$ cat config.mk
export PLATFORM = sky130hd
export DESIGN_NAME = fetch_queue_flat
export DESIGN_NICKNAME = d
export VERILOG_FILES = /design/src/rtl/riscvx_pkg.sv /design/src/rtl/fetch_queue_if.sv /design/src/rtl/fq_storage.sv /design/src/rtl/fetch_queue.sv /design/src/flat_wrapper.sv
export SDC_FILE = /design/constraint.sdc
export NUM_CORES = 1
export LEC_CHECK = 0
export ABC_AREA = 1
export CORE_ASPECT_RATIO = 1.4
export CORE_MARGIN = 1
export CORE_UTILIZATION = 41
export CTS_CLUSTER_DIAMETER = 30
export DETAILED_ROUTE_END_ITERATION = 8
export PLACE_DENSITY_LB_ADDON = 0.05
export SLEW_MARGIN = 5
export SYNTH_ARGS = -nofsm -noshare
export SYNTH_HDL_FRONTEND = slang
export SYNTH_HIERARCHICAL = 1
export SYNTH_SLANG_ARGS = --single-unit
$ cat constraint.sdc
create_clock -name clk -period 6.2 [get_ports clk]
set_input_delay 1.86 -clock clk [delete_from_list [all_inputs] [get_ports clk]]
set_output_delay 1.86 -clock clk [all_outputs]
set_load 0.02 [all_outputs]
$ cat src/rtl/riscvx_pkg.sv
// Shared fetch-side types and constants: datapath width, the canonical NOP
// and the {pc, instr} entry carried through the fetch queue.
package riscvx_pkg;

    localparam int XLEN = 32;
    localparam logic [XLEN-1:0] NOP_INSTR = 32'h0000_0013;

    typedef struct packed {
        logic [XLEN-1:0] pc;
        logic [XLEN-1:0] instr;
    } fetch_entry_t;

endpackage

$ cat src/rtl/fetch_queue_if.sv
// Fetch-to-decode queue bus: push side from fetch, head side to decode,
// plus the redirect flush and occupancy.
interface fetch_queue_if #(
    parameter int DEPTH = 4
);
    import riscvx_pkg::*;

    logic                     flush;
    logic                     in_valid;
    logic [XLEN-1:0]          in_pc;
    logic [XLEN-1:0]          in_instr;
    logic                     in_ready;
    logic                     out_valid;
    logic [XLEN-1:0]          out_pc;
    logic [XLEN-1:0]          out_instr;
    logic                     out_ready;
    logic [$clog2(DEPTH):0]   count;

    modport master (
        output flush, in_valid, in_pc, in_instr, out_ready,
        input  in_ready, out_valid, out_pc, out_instr, count
    );

    modport slave (
        input  flush, in_valid, in_pc, in_instr, out_ready,
        output in_ready, out_valid, out_pc, out_instr, count
    );

endinterface

$ cat src/rtl/fq_storage.sv
// Entry array for the fetch queue: one synchronous write port and one
// asynchronous read port feeding the head outputs.
module fq_storage
    import riscvx_pkg::*;
#(
    parameter int DEPTH = 4
) (
    input  logic                     clk,
    input  logic                     wr_en,
    input  logic [$clog2(DEPTH)-1:0] wr_addr,
    input  fetch_entry_t             wr_data,
    input  logic [$clog2(DEPTH)-1:0] rd_addr,
    output fetch_entry_t             rd_data
);

    fetch_entry_t mem [DEPTH];

    // NOTE: the array has no reset; validity is tracked by the pointers, so
    // stale contents are never observable and the array can map to plain RAM.
    always_ff @(posedge clk) begin
        if (wr_en) begin
            mem[wr_addr] <= wr_data;
        end
    end

    assign rd_data = mem[rd_addr];

endmodule

$ cat src/rtl/fetch_queue.sv
// Decoupling FIFO between fetch and decode with flush on taken redirect.
// Define FETCH_QUEUE_BYPASS_EN to forward input to head when the queue is empty.
module fetch_queue
    import riscvx_pkg::*;
#(
    parameter int DEPTH = 4
) (
    input  logic          clk,
    input  logic          reset,
    fetch_queue_if.slave  fq
);

    localparam int AW = $clog2(DEPTH);

    logic [AW:0]  wr_ptr_q, wr_ptr_d;
    logic [AW:0]  rd_ptr_q, rd_ptr_d;
    logic [AW:0]  count_q, count_d;
    logic         empty, full;
    logic         push, pop;
    logic         store_push, store_pop;
    fetch_entry_t head, wr_entry;

    // Equal pointers mean empty; differing only in the wrap bit means full.
    assign empty = (wr_ptr_q == rd_ptr_q);
    assign full  = (wr_ptr_q[AW] != rd_ptr_q[AW]) && (wr_ptr_q[AW-1:0] == rd_ptr_q[AW-1:0]);

    assign wr_entry = '{pc: fq.in_pc, instr: fq.in_instr};

    assign push = fq.in_valid && fq.in_ready && !fq.flush;
    assign pop  = fq.out_valid && fq.out_ready && !fq.flush;

`ifdef FETCH_QUEUE_BYPASS_EN
    logic bypass;
    assign bypass = empty && fq.in_valid && !fq.flush;
    // A bypassed entry taken by decode the same cycle never touches storage.
    assign store_push = push && !(bypass && fq.out_ready);
    assign store_pop  = pop && !empty;
`else
    assign store_push = push;
    assign store_pop  = pop;
`endif

    assign fq.in_ready = !full;
    assign fq.count    = count_q;

    // NOTE: every output gets a default first so no path through the block
    // leaves a signal unassigned, which would otherwise infer a latch.
    always_comb begin
        fq.out_valid = !empty;
        fq.out_pc    = '0;
        fq.out_instr = NOP_INSTR;
        if (!empty) begin
            fq.out_pc    = head.pc;
            fq.out_instr = head.instr;
        end
`ifdef FETCH_QUEUE_BYPASS_EN
        if (bypass) begin
            fq.out_valid = 1'b1;
            fq.out_pc    = fq.in_pc;
            fq.out_instr = fq.in_instr;
        end
`endif
    end

    always_comb begin
        wr_ptr_d = wr_ptr_q;
        rd_ptr_d = rd_ptr_q;
        count_d  = count_q;
        if (fq.flush) begin
            wr_ptr_d = '0;
            rd_ptr_d = '0;
            count_d  = '0;
        end else begin
            if (store_push) wr_ptr_d = wr_ptr_q + 1'b1;
            if (store_pop)  rd_ptr_d = rd_ptr_q + 1'b1;
            count_d = count_q + {{AW{1'b0}}, store_push} - {{AW{1'b0}}, store_pop};
        end
    end

    // NOTE: state registers use non-blocking assignments so every flop
    // samples the pre-edge values regardless of process ordering.
    always_ff @(posedge clk or posedge reset) begin
        if (reset) begin
            wr_ptr_q <= '0;
            rd_ptr_q <= '0;
            count_q  <= '0;
        end else begin
            wr_ptr_q <= wr_ptr_d;
            rd_ptr_q <= rd_ptr_d;
            count_q  <= count_d;
        end
    end

    fq_storage #(.DEPTH(DEPTH)) u_storage (
        .clk     (clk),
        .wr_en   (store_push),
        .wr_addr (wr_ptr_q[AW-1:0]),
        .wr_data (wr_entry),
        .rd_addr (rd_ptr_q[AW-1:0]),
        .rd_data (head)
    );

endmodule
$ cat src/flat_wrapper.sv
// flat-port wrapper written by rule: the top's interface ports become plain ports
module fetch_queue_flat import riscvx_pkg::*;
#(
    parameter int DEPTH = 4
)
  (clk, reset, fq_flush, fq_in_valid, fq_in_pc, fq_in_instr, fq_out_ready, fq_in_ready, fq_out_valid, fq_out_pc, fq_out_instr, fq_count);
  fetch_queue_if #(.DEPTH(DEPTH)) fq_i ();
  input  logic clk;
  input  logic reset;
  input wire logic [$bits(fq_i.flush)-1:0] fq_flush;
  input wire logic [$bits(fq_i.in_valid)-1:0] fq_in_valid;
  input wire logic [$bits(fq_i.in_pc)-1:0] fq_in_pc;
  input wire logic [$bits(fq_i.in_instr)-1:0] fq_in_instr;
  input wire logic [$bits(fq_i.out_ready)-1:0] fq_out_ready;
  output wire logic [$bits(fq_i.in_ready)-1:0] fq_in_ready;
  output wire logic [$bits(fq_i.out_valid)-1:0] fq_out_valid;
  output wire logic [$bits(fq_i.out_pc)-1:0] fq_out_pc;
  output wire logic [$bits(fq_i.out_instr)-1:0] fq_out_instr;
  output wire logic [$bits(fq_i.count)-1:0] fq_count;
  assign fq_i.flush = fq_flush;
  assign fq_i.in_valid = fq_in_valid;
  assign fq_i.in_pc = fq_in_pc;
  assign fq_i.in_instr = fq_in_instr;
  assign fq_i.out_ready = fq_out_ready;
  assign fq_in_ready = fq_i.in_ready;
  assign fq_out_valid = fq_i.out_valid;
  assign fq_out_pc = fq_i.out_pc;
  assign fq_out_instr = fq_i.out_instr;
  assign fq_count = fq_i.count;
  fetch_queue #(.DEPTH(DEPTH)) u_core (.clk(clk), .reset(reset), .fq(fq_i));
endmodule
======== Word-level counts from Yosys, hierarchy flattened ========
Memory sizes are Yosys's and may differ from the RTL's.
Index checks and enable logic that the tools add are counted.
cells by class
  $add $sub $neg .......................... 4
  bitwise gates (word level) .............. 0
  reduce and logical (&&, ||, !) cells .... 10
  multiplexer cells ....................... 9
  multiply operators ...................... 0
  $lt $le $gt $ge ......................... 0
  eq/ne operators ......................... 3
  divide/modulo/power cells ............... 0
  shift-type cells ........................ 0
operator list
  operator                                                       number
  32-bit two-way mux                                             2
  3-bit two-way mux                                              5
  3-bit by 1-bit adder with 3-bit output, second input constant  2
  1-bit logical AND                                              5
  2-bit nonzero test                                             2
  3-bit by 1-bit adder with 3-bit output                         1
  3-bit == test                                                  1
  1-bit zero test                                                3
  3-bit by 1-bit subtractor with 3-bit output                    1
  2-bit == test                                                  1
  1-bit two-way mux                                              2
  1-bit inequality test                                          1
word-level totals
  input port bits ......................... 69
  output and inout port bits .............. 69
  ROM bits ................................ 0
  memories ................................ 1
  register bits after elaboration ......... 9
  bits in latches ......................... 0
  memory bits (writable) .................. 256
  logic and storage cells ................. 30
memories
  name                  depth  bits a word  rd ports  clocked after Yosys merged registers in  wr ports  RTL line          RTL
  u_core.u_storage.mem  4      64           1         0                                        1         fq_storage.sv:16  fetch_entry_t mem [DEPTH];

======== Depth between registers and ports, before layout ========
Gate-level depths: netlist (run 1).
  depth in word-level cells ............... 8
  mapped depth ............................ 14
  mapped depth without buffers ............ 14

======== Hierarchy ========
Netlist (run 1), hierarchy kept.
modules (own cells, without submodules)
  module       cells each  area an instance (µm²)  instances  seq. area each (µm²)
  fq_storage   1,010       10,761.6                1          7,687.4
  fetch_queue  205         1,086.0                 1          225.2

======== Worst setup path before layout (run 1) ========
Ideal clock, no wire load.
  kind .................................... input-to-reg
  start point ............................. in fq_in_valid
  end point ............................... mem u_core/u_storage/mem[1][0] in the netlist's numbering (enable)
  stages on the path ...................... 4
  required time ........................... 5,635 ps
  buffers on the path ..................... 0
  data arrival time ....................... 6,507 ps
  slack ................................... -873 ps
  cell sequence ........................... nand2_1 -> nor2_1 -> inv_1 -> nor3_1
on the way
  word-level cells in the longest chain between the ends .. 4
ends and longest elaborated chain
  item                                     RTL line            RTL
  start, declared                          flat_wrapper.sv:11  input wire logic [$bits(fq_i.in_valid)-1:0] fq_in_valid;
  1-bit logical AND (2 in a row)           fetch_queue.sv:29   assign push = fq.in_valid && fq.in_ready && !fq.flush;
  via u_core.push                          fetch_queue.sv:19   logic push, pop;
  1-bit two-way mux                        fq_storage.sv:21    if (wr_en) begin
  1-bit two-way mux (not written as such)  fq_storage.sv:22    mem[wr_addr] <= wr_data;
  end, declared                            fq_storage.sv:16
The timed path passes the listed nets, and every way through them passes these cells.

==> summary.txt, run 1 <==
STA
  – Fmax: between 150 and 200 MHz
  – Clock skew: 0.0159 ns
  – Tcrit/Tclk final: 82.4%
  – Post-route setup slack: around 1.1 ns
  – Setup_tns: 0 ns
  – RSZ-0062 raised after global routing: false
  – Final count of pins violating max slew: 0
  – Slew @ Worst Pin: roughly 0.9 ns
  – Finish-stage setup viols: 0
  – Final Hold Vio Count: 0
  – Shortest period the worst path allows: between 5 and 6 ns
  – Slew Limit Headroom: about two fifths
  – WHS: ~0.59 ns

Synthesis
  – Synth Register Bits: roughly 270
  – Mapped Cells: about 1200
  – Netlist cell types: 20
  – Synth Net Count: 1289
  – Synthesized cell area: between 10000 and 15000 um^2
  – Synthesized area per cell: 9.75 um^2
  – Yosys warns: 6
  – Post-synthesis sequential area ratio: about two thirds

Route
  – 1st-pass router iterations: 4
  – DR DRC count: 0
  – DR vias/cell: about 4.5
  – Starting DRT DRC Count: 301
  – Routed WL per cell: 14.3 um
  – Total Wirelength: ~25000 um
  – DRT antenna net count: 0
  – Via count: roughly 8000

Place
  – Port bufs: about 140
  – Placer's final routability congestion estimate: just over 0.7
  – DP HPWL: 14200 um
  – Pre-CTS WS: about 1.6 ns

CTS
  – Clock sinks: 265
  – Setup Fix Bufs, Post-CTS: 0
  – Root Driver: clkbuf_16
  – Skew-Pair Late Insertion Delay: between 0.5 and 0.6 ns
  – CTS tree: yes
  – Clock-pin slew on the worst setup and hold paths: around 0.04 ns
  – Clk buf depth: 3
  – Post-cts resize count: 0
  – Depth of the CTS H-tree: 2
  – Cts hold-fix bufs: 0
  – Clock buffer count from CTS: 46

Min path
  – Hold path cells: 2
  – Worst hold-check path type: reg -> reg
  – Hold EP: u_core/rd_ptr_q[2]$_DFFE_PP0P_
  – HP Start: u_core/rd_ptr_q[2]$_DFFE_PP0P_

Final layout
  – # nets final: about 1400
  – Syn-to-layout area delta: 27.2%
  – FILL cells: ~2600
  – Fraction of layout cells with a size suffix above 1: roughly 6.7%
  – Util after Layout: ~53%

Flow run
  – Max_cap viols: 0

GRT
  – Largest net degree at the start of global routing: 75
  – First-pass GRT wire length: a little over 40000 um
  – Initial antenna violation count: 2
  – Vias in the first global route: approximately 8000
  – Total track usage: between 10% and 20%
  – GRT Residual Overflow: 0

Die
  – I/O pins: approximately 140
  – Row cnt: 73
  – Die height: between 200 and 250 um
  – Die width: 146 um
  – Die Area: 29600 um^2
  – Core footprint: 28400 um^2
  – Initial Util: between 40% and 50%

Pwr
  – Peak supply drop: approximately 250 uV
  – Power density over the cells: about 350 nW/um^2
  – Leakage: around 7 nW

Worst setup path
  – Reg2Reg Capture Point: u_core/fq.count[2]$_DFF_PP0_
  – Delay of the slowest cell on the worst path: 0.65 ns
  – Cell family with most CP delay: buffers and inverters
  – Critical path type: reg -> out
  – Worst reg2reg startpoint: u_core/rd_ptr_q[1]$_DFFE_PP0P_
  – CP cell instances: buf_4 -> inv_4 -> buf_4 -> nand2_1 -> nand3_1 -> nand2_1 -> inv_1 -> nand2_1 -> clkdlybuf4s50_1
  – Flop-to-flop setup slack: between 2 and 3 ns
  – CP Buf/Inv Count: 5
  – CP max-delay cell: buf_4
  – Worst-case reg-to-reg path depth: 12
  – CP most frequent cell: nand2_1
  – CP Capture Type: primary output
  – Crit path max fanout: between 70 and 80
  – Crit start category: register
  – Critical path required time: about 4.3 ns
  – CP arrival: 3.25 ns

Status
  – Status: finished, final reports clean
[synth_stat cells (all sizes together)]
| library cell | count | area share, % |
|---|---|---|
| buf | 44 | 2.2 |
| clkbuf | 5 | 0.16 |
| dfrtp | 9 | 1.9 |
| edfxtp | 256 | 65 |
| fa | 1 | 0.17 |
| ha | 4 | 0.42 |
| inv | 337 | 11 |
| nand2 | 404 | 13 |
| nand3 | 136 | 5.8 |
| nand4 | 6 | 0.32 |
| nor2 | 5 | 0.16 |
| nor3 | 4 | 0.17 |
| xnor2 | 1 | 0.074 |
| xor2 | 3 | 0.22 |
[logic make-up (layout without fill, tap and decap cells)]
logic type	after synthesis	in the layout	synth area share (%)
adder cells (fa/ha/maj)	5	5	0.591
XOR/XNOR	4	4	0.296
flip-flops	265	265	66.8
AND/OR/NAND/NOR	555	555	19.3
other	0	2	0
buffers and inverters	386	575	13.1
[power breakdown]
part	internal (mW)	switching [mW]	leakage [nW]	total, mW
combinational	0.349	0.547	3.89	0.896
sequential	2.02	0.0235	2.44	2.05
clock	1.59	0.804	0.725	2.39
[through the flow]
step	std cells	power (mW)	area (um^2)
6_report	1781	5.34	15100
5_1_grt	1780	5.57	15100
4_1_cts	1779	5.41	15100
3_5_place_dp	1695	2.99	13600
3_3_place_gp	1695	2.99	13600
2_1_floorplan	1215	2.62	11800
[routing by layer]
| metal | part of all wire [%] | track usage (%) | wire length [um] | up-vias |
|---|---|---|---|---|
| met5 | 0 | 0 | 0 | - |
| met4 | 2.3 | 6.50 | 587 | 0 |
| met3 | 4.9 | 3.60 | 1260 | 45 |
| met2 | 52 | 32.7 | 13100 | 159 |
| met1 | 41 | 20.5 | 10500 | 3712 |
| li1 | - | - | - | 4027 |
[worst reg2reg max path, cell delays in order (launching register included)]
cell     delay [ns]
dfrtp_4        0.82
nand2_1        0.10
nand2_1        0.15
nand3_4        0.54
nand2_2        0.32
nor2_1         0.07
ha_1           0.27
inv_1          0.05
ha_1           0.13
inv_1          0.05
fa_1           0.38
xor2_1         0.16
nor2_1         0.05
[flip-flops by register name (all words and copies together) (netlist names)]
signal,flops
u_core/fq.count,3
u_core/rd_ptr_q,3
u_core/u_storage/mem,256
u_core/wr_ptr_q,3
[worst max path at each step]
stage	startpoint	slack, ns	to	depth (start not counted)
global route	u_core/rd_ptr_q[1]$_DFFE_PP0P_	0.87	fq_out_pc[28]	7
floorplan	fq_in_valid	-0.87	u_core/u_storage/mem[1][0]$_DFFE_PP_	4
global placement	u_core/rd_ptr_q[1]$_DFFE_PP0P_	1.57	fq_out_instr[8]	7
CTS	u_core/rd_ptr_q[1]$_DFFE_PP0P_	1.01	fq_out_instr[0]	6
detailed placement	u_core/rd_ptr_q[1]$_DFFE_PP0P_	1.58	fq_out_instr[0]	6
finish	u_core/rd_ptr_q[0]$_DFFE_PP0P_	1.09	fq_out_instr[4]	9
[placed cells by master, fill, tap and decap left out]
master and instances:
nand2_1 403, inv_1 335, edfxtp_1 256, clkdlybuf4s50_1 137, nand3_1 135, clkbuf_16 49, buf_4 17, clkinv_1 11
clkinv_2 7, dfrtp_1 7, clkbuf_1 6, nand4_1 6, nor2_1 5, clkinvlp_4 4, bufinv_16 4, ha_1 4
nor3_2 4, xor2_1 3, diode_2 2, clkinv_4 2, dfrtp_4 2, inv_6 1, nand3_4 1, nand2_2 1
xnor2_1 1, fa_1 1, inv_4 1, inv_2 1
[area by class of cell]
class                           instances  area [um^2]  area share [%]
Antenna cell                            2         5.00          0.0332
Sequential cell                       265         7920            52.5
Clock buffer                           55         1250            8.28
Tap cell                              375          469            3.11
Inverter                              337         1270            8.41
Multi-Input combinational cell        564         2410            16.0
Timing Repair Buffer                  154         1500            9.94
Clock inverter                         29          253            1.68
No activity file was read; power rests on OpenSTA's default activity.
==> run 2: changes to the inputs <==
==> constraint.sdc (replaced) <==
create_clock -name clk -period 5.4 [get_ports clk]
set_input_delay 1.62 -clock clk [delete_from_list [all_inputs] [get_ports clk]]
set_output_delay 1.62 -clock clk [all_outputs]
set_load 0.02 [all_outputs]
==> run 2 against run 1 <==
  * Combinational power is 14% higher
  * Register-to-register slack worse by 0.87 ns
  * Setup slack worse by 0.53 ns
  * Critical path depth is 2 lower
  * Via count is 0.60% lower
  * Final cell count is 0.28% lower
  * Critical endpoint is now fq_out_pc[8]
  * Largest power group unchanged
==> summary.txt, run 2 (synthesis results as in run 1) <==
Status
  – Status: finished, final reports clean (unchanged)

Die
  – Core footprint: 28400 um^2 (unchanged)
  – Initial Util: 41.7% (unchanged)
  – Die Area: 29600 um^2 (unchanged)
  – Row cnt: 73 (unchanged)
  – Die height: 203 um (unchanged)
  – I/O pins: 138 (unchanged)
  – Die width: 146 um (unchanged)

Route
  – Total Wirelength: 25200 um (was 25500 um)
  – 1st-pass router iterations: 4 (unchanged)
  – DRT antenna net count: 0 (unchanged)
  – Via count: 7895 (was 7943)
  – DR DRC count: 0 (unchanged)
  – Routed WL per cell: 14.2 um (was 14.3 um)
  – Post-Route M1 WL: 10600 um (was 10500 um)
  – Starting DRT DRC Count: 317 (was 301)
  – DR vias/cell: 4.45 (was 4.46)
  – Metal2 WL: 12700 um (was 13100 um)
  – DR top layer: met4 (unchanged)
  – Wire length on met3: 1100 um (was 1260 um)

GRT
  – Vias in the first global route: 7793 (was 7776)
  – GRT Residual Overflow: 0 (unchanged)
  – Total track usage: 17.8% (was 17.9%)
  – First-pass GRT wire length: 40400 um (about the same)
  – Largest net degree at the start of global routing: 81 (was 75)
  – Initial antenna violation count: 0 (was 2)

Pwr
  – Pwr Total: 6.15 mW (was 5.34 mW)
  – Seq pwr share: 38.6% (was 38.4%)
  – Power density over the cells: 408 nW/um^2 (was 354 nW/um^2)
  – Comb power frac: 16.5% (was 16.8%)
  – Peak supply drop: 273 uV (was 246 uV)
  – Leakage: 7.05 nW (was 7.06 nW)
  – Pint: 4.56 mW (was 3.96 mW)
  – Clock network power share: 44.9% (was 44.8%)
  – P_sw: 1.58 mW (was 1.38 mW)
  – Sw Ratio: 25.7% (was 25.8%)

Worst setup path
  – Crit path max fanout: 80 (was 74)
  – Crit start category: register (unchanged)
  – Worst-case reg-to-reg path depth: 13 (was 12)
  – CP Depth: 7 (was 9)
  – CP Buf/Inv Count: 3 (was 5)
  – CP cell instances: buf_4 -> nand2_1 -> nand3_1 -> nand2_1 -> nand2_1 -> inv_1 -> clkdlybuf4s50_1 (was buf_4 -> inv_4 -> buf_4 -> nand2_1 -> nand3_1 -> nand2_1 -> inv_1 -> nand2_1 -> clkdlybuf4s50_1)
  – CP most frequent cell: nand2_1 (unchanged)
  – CP max-delay cell: dfrtp_4 (was buf_4)
  – Delay of the slowest cell on the worst path: 0.83 ns (was 0.65 ns)
  – Cell family with most CP delay: buffers and inverters (unchanged)
  – CP arrival: 3.22 ns (was 3.25 ns)
  – CP Capture Type: primary output (unchanged)
  – Critical path required time: 3.78 ns (was 4.34 ns)
  – Critical path type: reg -> out (unchanged)

CTS
  – Setup Fix Bufs, Post-CTS: 0 (unchanged)
  – Root Driver: clkbuf_16 (unchanged)
  – Skew-Pair Late Insertion Delay: 0.54 ns (was 0.53 ns)
  – Clk buf depth: 3 (unchanged)
  – Clock sinks: 265 (unchanged)
  – Depth of the CTS H-tree: 2 (unchanged)
  – Clock-pin slew on the worst setup and hold paths: 0.05 ns (was 0.04 ns)
  – Cts hold-fix bufs: 0 (unchanged)
  – Clock buffer count from CTS: 45 (was 46)
  – Post-cts resize count: 0 (unchanged)
  – CTS tree: yes (unchanged)

Final layout
  – Util after Layout: 53.1% (about the same)
  – Register area: 7920 um^2 (unchanged)
  – Largest reg by FF count: u_core/u_storage/mem (unchanged)
  – FILL cells: 2497 (was 2612)
  – Leading cell type in the layout, fill and taps excluded: nand2_1 (unchanged)
  – Diodes inserted: 0 (was 2)
  – # nets final: 1439 (was 1442)
  – Most frequent cells in the layout: 403 x nand2_1, 335 x inv_1, 256 x edfxtp_1 (unchanged)
  – Syn-to-layout area delta: 27.3% (was 27.2%)
  – Fraction of layout cells with a size suffix above 1: 6.50% (was 6.70%)
  – Multi-input gate area in the final layout: 2410 um^2 (unchanged)
  – Max reg flops: 256 (unchanged)

STA
  – Shortest period the worst path allows: a little under 5 ns
  – RSZ-0062 raised after global routing: false (unchanged)
  – Final Hold Vio Count: 0 (unchanged)
  – Final count of pins violating max slew: 0 (unchanged)
  – Fmax: approximately 210 MHz
  – Slew @ Worst Pin: 0.895 ns (was 0.875 ns)
  – Slew Limit Headroom: 40.3% (was 41.7%)
  – Tcrit/Tclk final: 89.6%
  – Finish-stage setup viols: 0 (unchanged)
  – Clock skew: 0.0233 ns (was 0.0159 ns)

Min path
  – Hold path cells: 2 (unchanged)
  – Worst hold-check path type: reg -> reg (unchanged)

Place
  – Placer's final routability congestion estimate: 0.742 (was 0.712)
  – DP HPWL: 14100 um (was 14200 um)
  – Port bufs: 137 (unchanged)

Flow run
  – Max_cap viols: 0 (unchanged)
run 2: changes by cell type in the layout (fill, tap and decap cells not counted), moves of 3 or more:
| cell | before | now |
|---|---|---|
| clkbuf_16 | 49 | 45 |
| buf_4 | 17 | 12 |
| clkinv_2 | 7 | 4 |
| buf_12 | 0 | 3 |
| clkbuf_1 | 6 | 12 |
| inv_6 | 1 | 4 |
| clkinv_1 | 11 | 5 |
run 2: final timing paths:
kind | startpoint | endpoint | slack [ns]
worst min-delay path | u_core/wr_ptr_q[2]$_DFFE_PP0P_ | u_core/wr_ptr_q[2]$_DFFE_PP0P_ | 0.60
worst max-delay path | u_core/rd_ptr_q[0]$_DFFE_PP0P_ | fq_out_pc[8] | 0.56
max in group asynchronous | reset | u_core/rd_ptr_q[0]$_DFFE_PP0P_ | 3.67
worst max register to register | u_core/rd_ptr_q[0]$_DFFE_PP0P_ | u_core/fq.count[2]$_DFF_PP0_ | 2.10
worst min register to register | u_core/wr_ptr_q[2]$_DFFE_PP0P_ | u_core/wr_ptr_q[2]$_DFFE_PP0P_ | 0.60
min in group asynchronous | reset | u_core/wr_ptr_q[1]$_DFFE_PP0P_ | 1.39
run 2: area by class of cell:
| type | instances | share of cell area [%] |
|---|---|---|
| flip-flops and latches | 265 | 52.5 |
| multi-input cells | 564 | 16.0 |
| repair buffers | 152 | 10.1 |
| inverters | 337 | 8.41 |
| clock buffers | 58 | 7.86 |
| well taps | 375 | 3.11 |
| clock inverters | 25 | 2.01 |
run 2: power groups by stage:
stage / Sequential, mW / Clock (mW) / Combinational (mW)
after CTS: 2.37 / 2.82 / 1.04
after global routing: 2.38 / 2.91 / 1.13
after floorplan: 2.39 / 0 / 0.612
after global placement: 2.41 / 0 / 1.03
final: 2.37 / 2.76 / 1.02
after detailed placement: 2.41 / 0 / 1.04
run 2: routing by layer:
metal,GRT usage [%],vias to the layer above
met5,0,-
met1,21.0,3650
met3,3.09,58
met2,31.9,161
met4,7.82,0
li1,-,4026
run 2: metrics by stage:
step | setup slack [ns] | hold WS [ns] | setup TNS (ns) | std cells | cell area [um^2]
2_1_floorplan | -1.43 | 0.547 | -366.74 | 1215 | 11800
3_3_place_gp | 1.07 | 0.574 | 0 | 1693 | 13600
3_5_place_dp | 1.04 | 0.603 | 0 | 1693 | 13600
4_1_cts | 0.466 | 0.611 | 0 | 1776 | 15100
5_1_grt | 0.273 | 0.674 | 0 | 1776 | 15100
6_report | 0.562 | 0.601 | 0 | 1776 | 15100
run 2: worst min-delay path: cells and delay by family (launching register included):
kind             cells  cell delay, ns
DFF                  1            0.41
and+or+nand+nor      2            0.16
